## src/rtl/pipeline_hazard_ctrl_pkg.sv

```systemverilog
// Shared types for the pipeline hazard controller: FSM state encoding, control
// bundle layout and the sizing helper for the stall/flush down-counter.
package pipeline_hazard_ctrl_pkg;

  localparam int REG_W = 5;

  typedef enum logic [1:0] {
    ST_RUN      = 2'd0,
    ST_LU_STALL = 2'd1,
    ST_REDIRECT = 2'd2,
    ST_MEM_WAIT = 2'd3
  } hz_state_e;

  typedef struct packed {
    logic pc_en;
    logic if_id_en;
    logic if_id_flush;
    logic id_ex_flush;
    logic pipe_en;
  } hz_ctrl_t;

  localparam hz_ctrl_t CTRL_OFF    = '{1'b0, 1'b0, 1'b0, 1'b0, 1'b0};
  localparam hz_ctrl_t CTRL_RUN    = '{1'b1, 1'b1, 1'b0, 1'b0, 1'b1};
  localparam hz_ctrl_t CTRL_STALL  = '{1'b0, 1'b0, 1'b0, 1'b1, 1'b1};
  // if_id_en stays high during a flush; the synchronous clear takes precedence.
  localparam hz_ctrl_t CTRL_FLUSH  = '{1'b1, 1'b1, 1'b1, 1'b1, 1'b1};

  function automatic int cnt_bits(input int a, input int b);
    int m;
    m = (a > b) ? a : b;
    return (m > 1) ? $clog2(m) : 1;
  endfunction

endpackage

```

## src/rtl/pipeline_hazard_ctrl_if.sv

```systemverilog
// Pipeline <-> hazard controller bundle. Pipeline side is the master (drives
// hazard sources, consumes controls); the controller is the slave.
interface pipeline_hazard_ctrl_if;

  logic [pipeline_hazard_ctrl_pkg::REG_W-1:0] id_rs1;
  logic [pipeline_hazard_ctrl_pkg::REG_W-1:0] id_rs2;
  logic                                       id_use_rs1;
  logic                                       id_use_rs2;
  logic [pipeline_hazard_ctrl_pkg::REG_W-1:0] ex_rd;
  logic                                       ex_mem_read;
  logic                                       ex_br_taken;
  logic                                       dmem_req;
  logic                                       dmem_ready;

  logic       pc_en;
  logic       if_id_en;
  logic       if_id_flush;
  logic       id_ex_flush;
  logic       pipe_en;
  logic [1:0] ctrl_state;

  modport master (
    output id_rs1, id_rs2, id_use_rs1, id_use_rs2, ex_rd, ex_mem_read,
           ex_br_taken, dmem_req, dmem_ready,
    input  pc_en, if_id_en, if_id_flush, id_ex_flush, pipe_en, ctrl_state
  );

  modport slave (
    input  id_rs1, id_rs2, id_use_rs1, id_use_rs2, ex_rd, ex_mem_read,
           ex_br_taken, dmem_req, dmem_ready,
    output pc_en, if_id_en, if_id_flush, id_ex_flush, pipe_en, ctrl_state
  );

endinterface

```

## src/rtl/pipeline_hazard_ctrl_perf_cnt.sv

```systemverilog
// hazard_perf_cnt: saturating event counter used for the optional hazard
// performance statistics.
module hazard_perf_cnt #(
  parameter int W = 32
) (
  input  logic         clk,
  input  logic         rst,
  input  logic         inc_i,
  output logic [W-1:0] cnt_o
);

  logic [W-1:0] cnt_q;
  logic [W-1:0] cnt_d;

  always_comb begin
    cnt_d = cnt_q;
    if (inc_i && (cnt_q != {W{1'b1}})) cnt_d = cnt_q + 1'b1;
  end

  always_ff @(posedge clk or posedge rst) begin
    if (rst) cnt_q <= '0;
    else     cnt_q <= cnt_d;
  end

  assign cnt_o = cnt_q;

endmodule

```

## src/rtl/pipeline_hazard_ctrl.sv

```systemverilog
// Central stall/flush sequencer for the 5-stage pipeline (PC, IF/ID, ID/EX, EX/MEM).
// Optional perf counters (stall/flush/memwait) are built when HAZ_PERF_CNT_EN is defined.
module pipeline_hazard_ctrl
  import pipeline_hazard_ctrl_pkg::*;
#(
  parameter int LOAD_STALL_CYCLES   = 1,
  parameter int BRANCH_FLUSH_CYCLES = 1
`ifdef HAZ_PERF_CNT_EN
  , parameter int CNT_W             = 32
`endif
) (
  input  logic                   clk,
  input  logic                   rst,
  pipeline_hazard_ctrl_if.slave  hz
`ifdef HAZ_PERF_CNT_EN
  , output logic [CNT_W-1:0]     stall_cnt
  , output logic [CNT_W-1:0]     flush_cnt
  , output logic [CNT_W-1:0]     memwait_cnt
`endif
);

  localparam int CNT_BITS = cnt_bits(LOAD_STALL_CYCLES, BRANCH_FLUSH_CYCLES);
  localparam logic [CNT_BITS-1:0] LSC_RELOAD =
    CNT_BITS'((LOAD_STALL_CYCLES > 1) ? LOAD_STALL_CYCLES - 2 : 0);
  localparam logic [CNT_BITS-1:0] BFC_RELOAD =
    CNT_BITS'((BRANCH_FLUSH_CYCLES > 1) ? BRANCH_FLUSH_CYCLES - 2 : 0);

  hz_state_e           state_q, state_d;
  hz_state_e           saved_q, saved_d;
  logic [CNT_BITS-1:0] cnt_q, cnt_d;
  hz_ctrl_t            ctrl;
  logic                mem_wait;
  logic                lu_hazard;

  assign mem_wait  = hz.dmem_req & ~hz.dmem_ready;
  assign lu_hazard = hz.ex_mem_read && (hz.ex_rd != '0) &&
                     ((hz.id_use_rs1 && (hz.id_rs1 == hz.ex_rd)) ||
                      (hz.id_use_rs2 && (hz.id_rs2 == hz.ex_rd)));

  // Mealy decode: controls follow state, cnt and inputs in the same cycle.
  always_comb begin
    ctrl    = CTRL_OFF;
    state_d = state_q;
    saved_d = saved_q;
    cnt_d   = cnt_q;
    if (mem_wait) begin
      ctrl = CTRL_OFF;
      if (state_q != ST_MEM_WAIT) begin
        saved_d = state_q;
        state_d = ST_MEM_WAIT;
      end
    end else begin
      unique case (state_q)
        ST_RUN, ST_LU_STALL: begin
          if (hz.ex_br_taken) begin
            // Wrong-path instructions are discarded, so a pending load-use stall is dropped.
            ctrl = CTRL_FLUSH;
            if (BRANCH_FLUSH_CYCLES > 1) begin
              state_d = ST_REDIRECT;
              cnt_d   = BFC_RELOAD;
            end else begin
              state_d = ST_RUN;
            end
          end else if (state_q == ST_LU_STALL) begin
            ctrl = CTRL_STALL;
            if (cnt_q == '0) state_d = ST_RUN;
            else             cnt_d   = cnt_q - 1'b1;
          end else if (lu_hazard) begin
            ctrl = CTRL_STALL;
            if (LOAD_STALL_CYCLES > 1) begin
              state_d = ST_LU_STALL;
              cnt_d   = LSC_RELOAD;
            end
          end else begin
            ctrl = CTRL_RUN;
          end
        end
        ST_REDIRECT: begin
          ctrl = CTRL_FLUSH;
          if (cnt_q == '0) state_d = ST_RUN;
          else             cnt_d   = cnt_q - 1'b1;
        end
        ST_MEM_WAIT: begin
          // Access completes this cycle; hold the freeze once more, then resume.
          ctrl    = CTRL_OFF;
          state_d = saved_q;
        end
        default: begin
          ctrl    = CTRL_OFF;
          state_d = ST_RUN;
        end
      endcase
    end
    if (rst) ctrl = CTRL_OFF;
  end

  always_ff @(posedge clk or posedge rst) begin
    if (rst) begin
      state_q <= ST_RUN;
      saved_q <= ST_RUN;
      cnt_q   <= '0;
    end else begin
      state_q <= state_d;
      saved_q <= saved_d;
      cnt_q   <= cnt_d;
    end
  end

  assign hz.pc_en       = ctrl.pc_en;
  assign hz.if_id_en    = ctrl.if_id_en;
  assign hz.if_id_flush = ctrl.if_id_flush;
  assign hz.id_ex_flush = ctrl.id_ex_flush;
  assign hz.pipe_en     = ctrl.pipe_en;
  assign hz.ctrl_state  = rst ? ST_RUN : state_q;

`ifdef HAZ_PERF_CNT_EN
  hazard_perf_cnt #(.W(CNT_W)) u_stall_cnt (
    .clk   (clk),
    .rst   (rst),
    .inc_i (~ctrl.pc_en & ~mem_wait & ~rst),
    .cnt_o (stall_cnt)
  );

  hazard_perf_cnt #(.W(CNT_W)) u_flush_cnt (
    .clk   (clk),
    .rst   (rst),
    .inc_i (ctrl.if_id_flush),
    .cnt_o (flush_cnt)
  );

  hazard_perf_cnt #(.W(CNT_W)) u_memwait_cnt (
    .clk   (clk),
    .rst   (rst),
    .inc_i (mem_wait & ~rst),
    .cnt_o (memwait_cnt)
  );
`endif

endmodule

```

## src/flat_wrapper.sv

```systemverilog
// flat-port wrapper written by rule: the top's interface ports become plain ports
module pipeline_hazard_ctrl_flat import pipeline_hazard_ctrl_pkg::*;
#(
  parameter int LOAD_STALL_CYCLES   = 1,
  parameter int BRANCH_FLUSH_CYCLES = 1

)
  (clk, rst, hz_id_rs1, hz_id_rs2, hz_id_use_rs1, hz_id_use_rs2, hz_ex_rd, hz_ex_mem_read, hz_ex_br_taken, hz_dmem_req, hz_dmem_ready, hz_pc_en, hz_if_id_en, hz_if_id_flush, hz_id_ex_flush, hz_pipe_en, hz_ctrl_state);
  pipeline_hazard_ctrl_if hz_i ();
  input  logic clk;
  input  logic rst;
  input wire logic [$bits(hz_i.id_rs1)-1:0] hz_id_rs1;
  input wire logic [$bits(hz_i.id_rs2)-1:0] hz_id_rs2;
  input wire logic [$bits(hz_i.id_use_rs1)-1:0] hz_id_use_rs1;
  input wire logic [$bits(hz_i.id_use_rs2)-1:0] hz_id_use_rs2;
  input wire logic [$bits(hz_i.ex_rd)-1:0] hz_ex_rd;
  input wire logic [$bits(hz_i.ex_mem_read)-1:0] hz_ex_mem_read;
  input wire logic [$bits(hz_i.ex_br_taken)-1:0] hz_ex_br_taken;
  input wire logic [$bits(hz_i.dmem_req)-1:0] hz_dmem_req;
  input wire logic [$bits(hz_i.dmem_ready)-1:0] hz_dmem_ready;
  output wire logic [$bits(hz_i.pc_en)-1:0] hz_pc_en;
  output wire logic [$bits(hz_i.if_id_en)-1:0] hz_if_id_en;
  output wire logic [$bits(hz_i.if_id_flush)-1:0] hz_if_id_flush;
  output wire logic [$bits(hz_i.id_ex_flush)-1:0] hz_id_ex_flush;
  output wire logic [$bits(hz_i.pipe_en)-1:0] hz_pipe_en;
  output wire logic [$bits(hz_i.ctrl_state)-1:0] hz_ctrl_state;
  assign hz_i.id_rs1 = hz_id_rs1;
  assign hz_i.id_rs2 = hz_id_rs2;
  assign hz_i.id_use_rs1 = hz_id_use_rs1;
  assign hz_i.id_use_rs2 = hz_id_use_rs2;
  assign hz_i.ex_rd = hz_ex_rd;
  assign hz_i.ex_mem_read = hz_ex_mem_read;
  assign hz_i.ex_br_taken = hz_ex_br_taken;
  assign hz_i.dmem_req = hz_dmem_req;
  assign hz_i.dmem_ready = hz_dmem_ready;
  assign hz_pc_en = hz_i.pc_en;
  assign hz_if_id_en = hz_i.if_id_en;
  assign hz_if_id_flush = hz_i.if_id_flush;
  assign hz_id_ex_flush = hz_i.id_ex_flush;
  assign hz_pipe_en = hz_i.pipe_en;
  assign hz_ctrl_state = hz_i.ctrl_state;
  pipeline_hazard_ctrl #(.LOAD_STALL_CYCLES(LOAD_STALL_CYCLES), .BRANCH_FLUSH_CYCLES(BRANCH_FLUSH_CYCLES)) u_core (.clk(clk), .rst(rst), .hz(hz_i));
endmodule
```

## config.mk

```make
export PLATFORM = sky130hd
export DESIGN_NAME = pipeline_hazard_ctrl_flat
export DESIGN_NICKNAME = d
export VERILOG_FILES = /design/src/rtl/pipeline_hazard_ctrl_pkg.sv /design/src/rtl/pipeline_hazard_ctrl_if.sv /design/src/rtl/pipeline_hazard_ctrl_perf_cnt.sv /design/src/rtl/pipeline_hazard_ctrl.sv /design/src/flat_wrapper.sv
export SDC_FILE = /design/constraint.sdc
export NUM_CORES = 1
export LEC_CHECK = 0
export ABC_AREA = 1
export CORE_AREA = 3 3 40 42
export DETAILED_ROUTE_END_ITERATION = 16
export DIE_AREA = 0 0 43 45
export PLACE_DENSITY_LB_ADDON = 0.25
export REMOVE_ABC_BUFFERS = 1
export SLEW_MARGIN = 20
export SYNTH_ARGS = -nofsm -noshare
export SYNTH_HDL_FRONTEND = slang
export SYNTH_SLANG_ARGS = --single-unit
export TNS_END_PERCENT = 10
```

## constraint.sdc

```tcl
create_clock -name clk -period 2.4 [get_ports clk]
set_input_delay 0.6 -clock clk [delete_from_list [all_inputs] [get_ports clk]]
set_output_delay 0.6 -clock clk [all_outputs]
set_load 0.02 [all_outputs]
```

; ---- Yosys cells after proc, flatten, opt, wreduce, memory -nomap -nowiden
; Cells that the tools add are included.
[totals]
elab_cells = 46
in_bits = 23
regBits = 5
out_inout_bits = 7
[classes]
mux = 17
add_sub_neg = 1
bitwise = 3
n_eq_ne = 10
reduce_logical = 12
[op_table]
columns = operator, count
row1 = 2-to-1 mux 5 bit, 5
row2 = one-hot mux 5 bit (3 select lines), 1
row3 = 2-to-1 mux 2 bit, 6
row4 = == test 5 bit, 2
row5 = "!= test 2 bit, second input constant", 3
row6 = one-hot mux 2 bit (3 select lines), 1
row7 = nonzero test 5 bit, 1
row8 = "== test 2 bit, second input constant", 2
row9 = logical AND 1 bit, 4
row10 = "!= test 4 x 2 -> 1 bit, second input constant", 1
row11 = AND reduction 2 bit, 2
row12 = AND reduction 4 bit, 1
row13 = 2-to-1 mux 1 bit, 3
row14 = "== test 2 x 1 -> 1 bit, second input constant", 1
row15 = logical NOT 2 bit, 1
row16 = "!= test 2 x 1 -> 1 bit, second input constant", 1
row17 = NOT 1 bit, 2
row18 = one-hot mux 1 bit (2 select lines), 1
row19 = nonzero test 2 bit, 1
row20 = OR reduction 2 bit, 1
row21 = bitwise AND 1 bit, 1
row22 = logical OR 1 bit, 1
row23 = "subtractor 1 bit, second input constant", 1

; ---- Longest topological paths before layout
[logic_depth]
depth_word = 10
mapped_depth = 10
mapped_depth_nobuf = 9

; ---- Worst setup path before layout
; No wires, ideal clock.
[synth_path]
kind = input -> output
from = input hz_dmem_req
to = output hz_pc_en
required_time_ns = 1.800
stages = 8
arrival_ns = 1.710
n_path_buf = 1
setup_slack_ns = 0.090
path_cell_list = inv_1 nor2_1 nor3_2 inv_2 nor2_4 inv_1 nand2_1 buf_4
[synth_between]
elab_chain_cells = 3
[synth_rtl]
columns = element, line_no
row1 = start: declaration, flat_wrapper.sv:19  ; input wire logic [$bits(hz_i.dmem_req)-1:0] hz_dmem_req;
row2 = bitwise AND 1 bit, pipeline_hazard_ctrl.sv:35  ; assign mem_wait = hz.dmem_req & ~hz.dmem_ready;
row3 = 2-to-1 mux 5 bit, pipeline_hazard_ctrl.sv:46  ; if (mem_wait) begin
row4 = 2-to-1 mux 5 bit, pipeline_hazard_ctrl.sv:94  ; if (rst) ctrl = CTRL_OFF;
row5 = end: declaration, flat_wrapper.sv:21  ; output wire logic [$bits(hz_i.pc_en)-1:0] hz_pc_en;
; No other way between the ends.

; ---- Worst setup path after layout
[layout_path]
from = input hz_id_rs1[0]
to = output hz_pc_en
[layout_between]
elab_chain_cells = 10
[layout_rtl]
columns = element, line_no
row1 = start: declaration, flat_wrapper.sv:12  ; input wire logic [$bits(hz_i.id_rs1)-1:0] hz_id_rs1;
row2 = == test 5 bit, pipeline_hazard_ctrl.sv:37  ; ((hz.id_use_rs1 && (hz.id_rs1 == hz.ex_rd)) ||
row3 = logical AND 1 bit, pipeline_hazard_ctrl.sv:37
row4 = logical OR 1 bit, pipeline_hazard_ctrl.sv:37
row5 = logical AND 1 bit, pipeline_hazard_ctrl.sv:36  ; assign lu_hazard = hz.ex_mem_read && (hz.ex_rd != '0) &&
row6 = 2-to-1 mux 5 bit, pipeline_hazard_ctrl.sv:68  ; end else if (lu_hazard) begin
row7 = 2-to-1 mux 5 bit, pipeline_hazard_ctrl.sv:64  ; end else if (state_q == ST_LU_STALL) begin
row8 = 2-to-1 mux 5 bit, pipeline_hazard_ctrl.sv:55  ; if (hz.ex_br_taken) begin
row9 = one-hot mux 5 bit (3 select lines), pipeline_hazard_ctrl.sv:53  ; unique case (state_q)
row10 = 2-to-1 mux 5 bit, pipeline_hazard_ctrl.sv:46
row11 = 2-to-1 mux 5 bit, pipeline_hazard_ctrl.sv:94
; No other way between the ends.

==> results.txt <==
----------------------------------------------------
[CTS]
  Maximum buffer depth of the clock tree ... 2
  H-tree depth ... 1
  Number of sinks handled by clock tree synthesis ... 4
  Number of clock buffers inserted by TritonCTS ... 3
  Skew-Pair Late Insertion Delay ... 0.23 ns
  Clock tree from TritonCTS ... yes
  Clock-pin slew on the worst setup and hold paths ... 0.04 ns
  Number of buffers inserted by hold repair at cts ... 0
  Root Driver ... sky130_fd_sc_hd__clkbuf_4

[Floorplanning]
  Initial Util ... 35.6%
  Std cell rows ... 13
  Number of placed I/O pins ... 30
  DIE AREA ... 1940 µm²
  Die Span X ... 43 µm
  Floorplan Core Area ... 1280 µm²
  Vertical extent of the die ... 45 µm

[Logic synthesis]
  Part of the Yosys area used for sequential elements ... 21.9%
  Flop and latch count out of synthesis ... 4
  Dominant synthesized flop cell ... sky130_fd_sc_hd__dfrtp_1
  Fraction of synthesis flops using an asynchronous set or reset pin ... 100%
  Synthesized instance count ... 91
  Count of unique library cells instantiated by Yosys ... 14
  Number of synthesized flops with an enable pin ... 0
  Warnings, synthesis ... 0
  Mean area per synthesized cell ... 5.03 µm²
  Combined area of all synthesized cells ... 458 µm²

[Timing]
  RSZ-0062 raised after global routing ... yes
  Final critical-path setup slack ... -0.00468 ns
  Relative slew margins ... 85.5%
  Number of setup violations in the final report ... 1
  Final Hold Vio Count ... 0
  Top achievable clock speed ... 0.416 GHz
  Slew at the pin closest to its max-slew limit ... 0.216 ns
  Total Negative Setup Slacks ... -0.00468 ns
  Slew Limit Fails ... 0
  Final Skew ... 0.00382 ns
  Final critical-path required period ... 2.40 ns
  Share of the clock period used by the worst path ... 100%

[Worst setup path]
  Delay of the slowest cell on the worst path ... 0.45 ns
  Cell type of the slowest stage on the worst timing path ... sky130_fd_sc_hd__clkdlybuf4s50_1
  Worst r2r src ... u_core.state_q[1]$_DFFE_PP0P_
  Required time at the worst-slack endpoint ... 1.80 ns
  Startpoint-to-endpoint class of the critical path ... in -> out
  Type of element capturing the critical path ... output pin
  Critical Path Fanout Max ... 2
  Data arrival time of the critical path ... 1.80 ns
  Cells along the critical path ... clkdlybuf4s50_1, inv_1, nand2_1, nand2_1, nor2_1, nand3_1, nand2_1, nand2_2, nand2_2, nand2_2, buf_4
  Startpoint class of the critical path ... input pin
  Start point of the critical path ... hz_id_rs1[0]

[Route]
  Vias per std cell ... 4.30
  Overall via count from detail_route ... 607
  Drc violations ... 0
  Drt first pass iters ... 4
  Initial DRC Count ... 5
  Total routed wirelength ... 1.23 mm
  Number of nets with antenna violations after detailed routing ... 0
  Drt wl/cell ... 8.74 µm

[Status]
  Failing checks ... negative setup slack
  Status ... complete, but fails checks

[Min path]
  Startpoint of the most critical hold path ... u_core.saved_q[1]$_DFFE_PP0P_
  Type of the worst min-delay path ... reg -> reg

[Power and ir drop]
  Reported net switching power ... 86.6 µW
  Design internal power ... 192 µW
  Sequential Power Share ... 28.2%
  Leakage power figure ... 0.535 nW
  Power density over cell area ... 337 nW/µm²
  Max VDD drop ... 0.249 mV
  Clock network fraction of total power ... 28.5%
  Share of total power in combinational logic ... 43.3%
  Switching part of the total power ... 31.1%

[Cells and area]
  Diode insertion count for antenna repair ... 0
  Area of combinational cells with multiple inputs ... 280 µm²
  Synthesis-to-finish area growth ... 80.1%
  Final cell count without fillers ... 141
  # nets final ... 151
  Total of fill cells in the finished design ... 140
  FF+latch area ... 100 µm²
  Share of final-layout standard cells stronger than drive strength 1 ... 21.4%

[Flow run]
  Maxcap violations ... 0

[GRT]
  Total Routing Usage GR ... 14.5%
  Vias in the first global route ... 557
  Wire length of the first global-routing pass ... 2.15 mm
  Largest net degree at the start of global routing ... 5
  Number of antenna violations at the first check in global routing ... 0
  Overflow after GRT ... 0

[Placement]
  Number of instances in the placed design ... 137
  Number of buffers inserted by port buffering ... 29
  Placer Congestion ... 0.786
  Worst setup slack after placement ... -0.530 ns
  Detailed-placement wirelength estimate ... 1.06 mm

----------------------------------------------------
[timing repair]
action	CTS	global route
resized for setup	19	19
pin swaps	0	4
setup endpoints to repair	7	4
setup buffers	0	1
[metrics by stage]
step	util, %	power, mW	hold WS [ns]	cell area [µm²]
CTS	61.1	0.276	0.468	785
finish	64.2	0.278	0.461	825
detailed placement	60.9	0.202	0.464	782
floorplan	-	0.132	0.366	450
global placement	60.9	0.199	0.449	782
global route	64.2	0.302	0.503	825
[cells in the mapped netlist (2+ instances only)]
library cell / count / area (µm²)
sky130_fd_sc_hd__inv_1: 17 / 63.8
sky130_fd_sc_hd__o21ai_0: 3 / 15.0
sky130_fd_sc_hd__nor2_1: 13 / 48.8
sky130_fd_sc_hd__dfrtp_1: 4 / 100
sky130_fd_sc_hd__inv_2: 6 / 22.5
sky130_fd_sc_hd__nand3_1: 2 / 10.0
sky130_fd_sc_hd__nand2_1: 39 / 146
[layer usage]
metal | wire length [µm] | track usage [%] | vias up
met4 | 0 | 7.23 | 0
met1 | 565 | 18.6 | 260
li1 | - | - | 334
met5 | 0 | 0 | -
met3 | 72 | 3.19 | 0
met2 | 593 | 23.1 | 13
[power by group through the flow]
stage / registers [mW] / logic [mW] / clock network, mW
final: 0.0785 / 0.121 / 0.0793
after global routing: 0.0794 / 0.135 / 0.0882
after CTS: 0.0782 / 0.115 / 0.0837
after detailed placement: 0.0790 / 0.123 / 0
after global placement: 0.0788 / 0.120 / 0
after floorplan: 0.0782 / 0.0537 / 0
[cell type report]
cell class,instances,area share [%]
tap,15,2.28
clock buffer,3,2.73
timing repair buffer,33,38.4
sequential,4,12.1
inverter,23,10.5
multi-input combinational,63,34.0
[state kept, by name (all words and copies together) (netlist names)]
signal and count:
u_core.state_q 2, u_core.saved_q 2
[path summary, 6_finish.rpt]
check                                                end  slack, ns  depth (start not counted)
setup reg to reg           u_core.saved_q[0]$_DFFE_PP0P_       1.52                          3
min in group asynchronous  u_core.state_q[0]$_DFFE_PP0P_       0.74                          3
hold reg to reg            u_core.state_q[1]$_DFFE_PP0P_       0.46                          2
setup / recovery                                hz_pc_en     -0.005                         11
hold / removal             u_core.state_q[1]$_DFFE_PP0P_       0.46                          2
max in group asynchronous  u_core.saved_q[0]$_DFFE_PP0P_       1.51                          3
[cell usage in the layout (no fill, tap or decap)]
cell / synthesis / final
sky130_fd_sc_hd__a21oi_2: 0 / 1
sky130_fd_sc_hd__buf_4: 1 / 7
sky130_fd_sc_hd__buf_6: 0 / 1
sky130_fd_sc_hd__clkbuf_2: 0 / 1
sky130_fd_sc_hd__clkbuf_4: 0 / 3
sky130_fd_sc_hd__clkdlybuf4s50_1: 0 / 12
sky130_fd_sc_hd__dfrtp_1: 4 / 4
sky130_fd_sc_hd__dlygate4sd2_1: 0 / 6
sky130_fd_sc_hd__dlymetal6s2s_1: 0 / 6
sky130_fd_sc_hd__inv_1: 17 / 17
sky130_fd_sc_hd__inv_2: 6 / 6
sky130_fd_sc_hd__nand2_1: 39 / 36
sky130_fd_sc_hd__nand2_2: 1 / 4
sky130_fd_sc_hd__nand3_1: 2 / 2
sky130_fd_sc_hd__nand4_1: 1 / 1
sky130_fd_sc_hd__nor2_1: 13 / 11
sky130_fd_sc_hd__nor2_2: 0 / 2
sky130_fd_sc_hd__nor2_4: 1 / 1
sky130_fd_sc_hd__nor3_1: 1 / 1
sky130_fd_sc_hd__nor3_2: 1 / 1
sky130_fd_sc_hd__o21ai_0: 3 / 3
[kinds of logic after synthesis]
group	count (synthesis)	share of synthesized area, %
compound gates	4	4.37
buf+inv	24	20.5
flops	4	21.9
simple gates	59	53.3
[critical path, delay by kind of cell]
family	cells	cell delay (ns)
buffers and inverters	3	0.64
AND/OR/NAND/NOR	8	0.56
(Power assumes the default switching activity.)
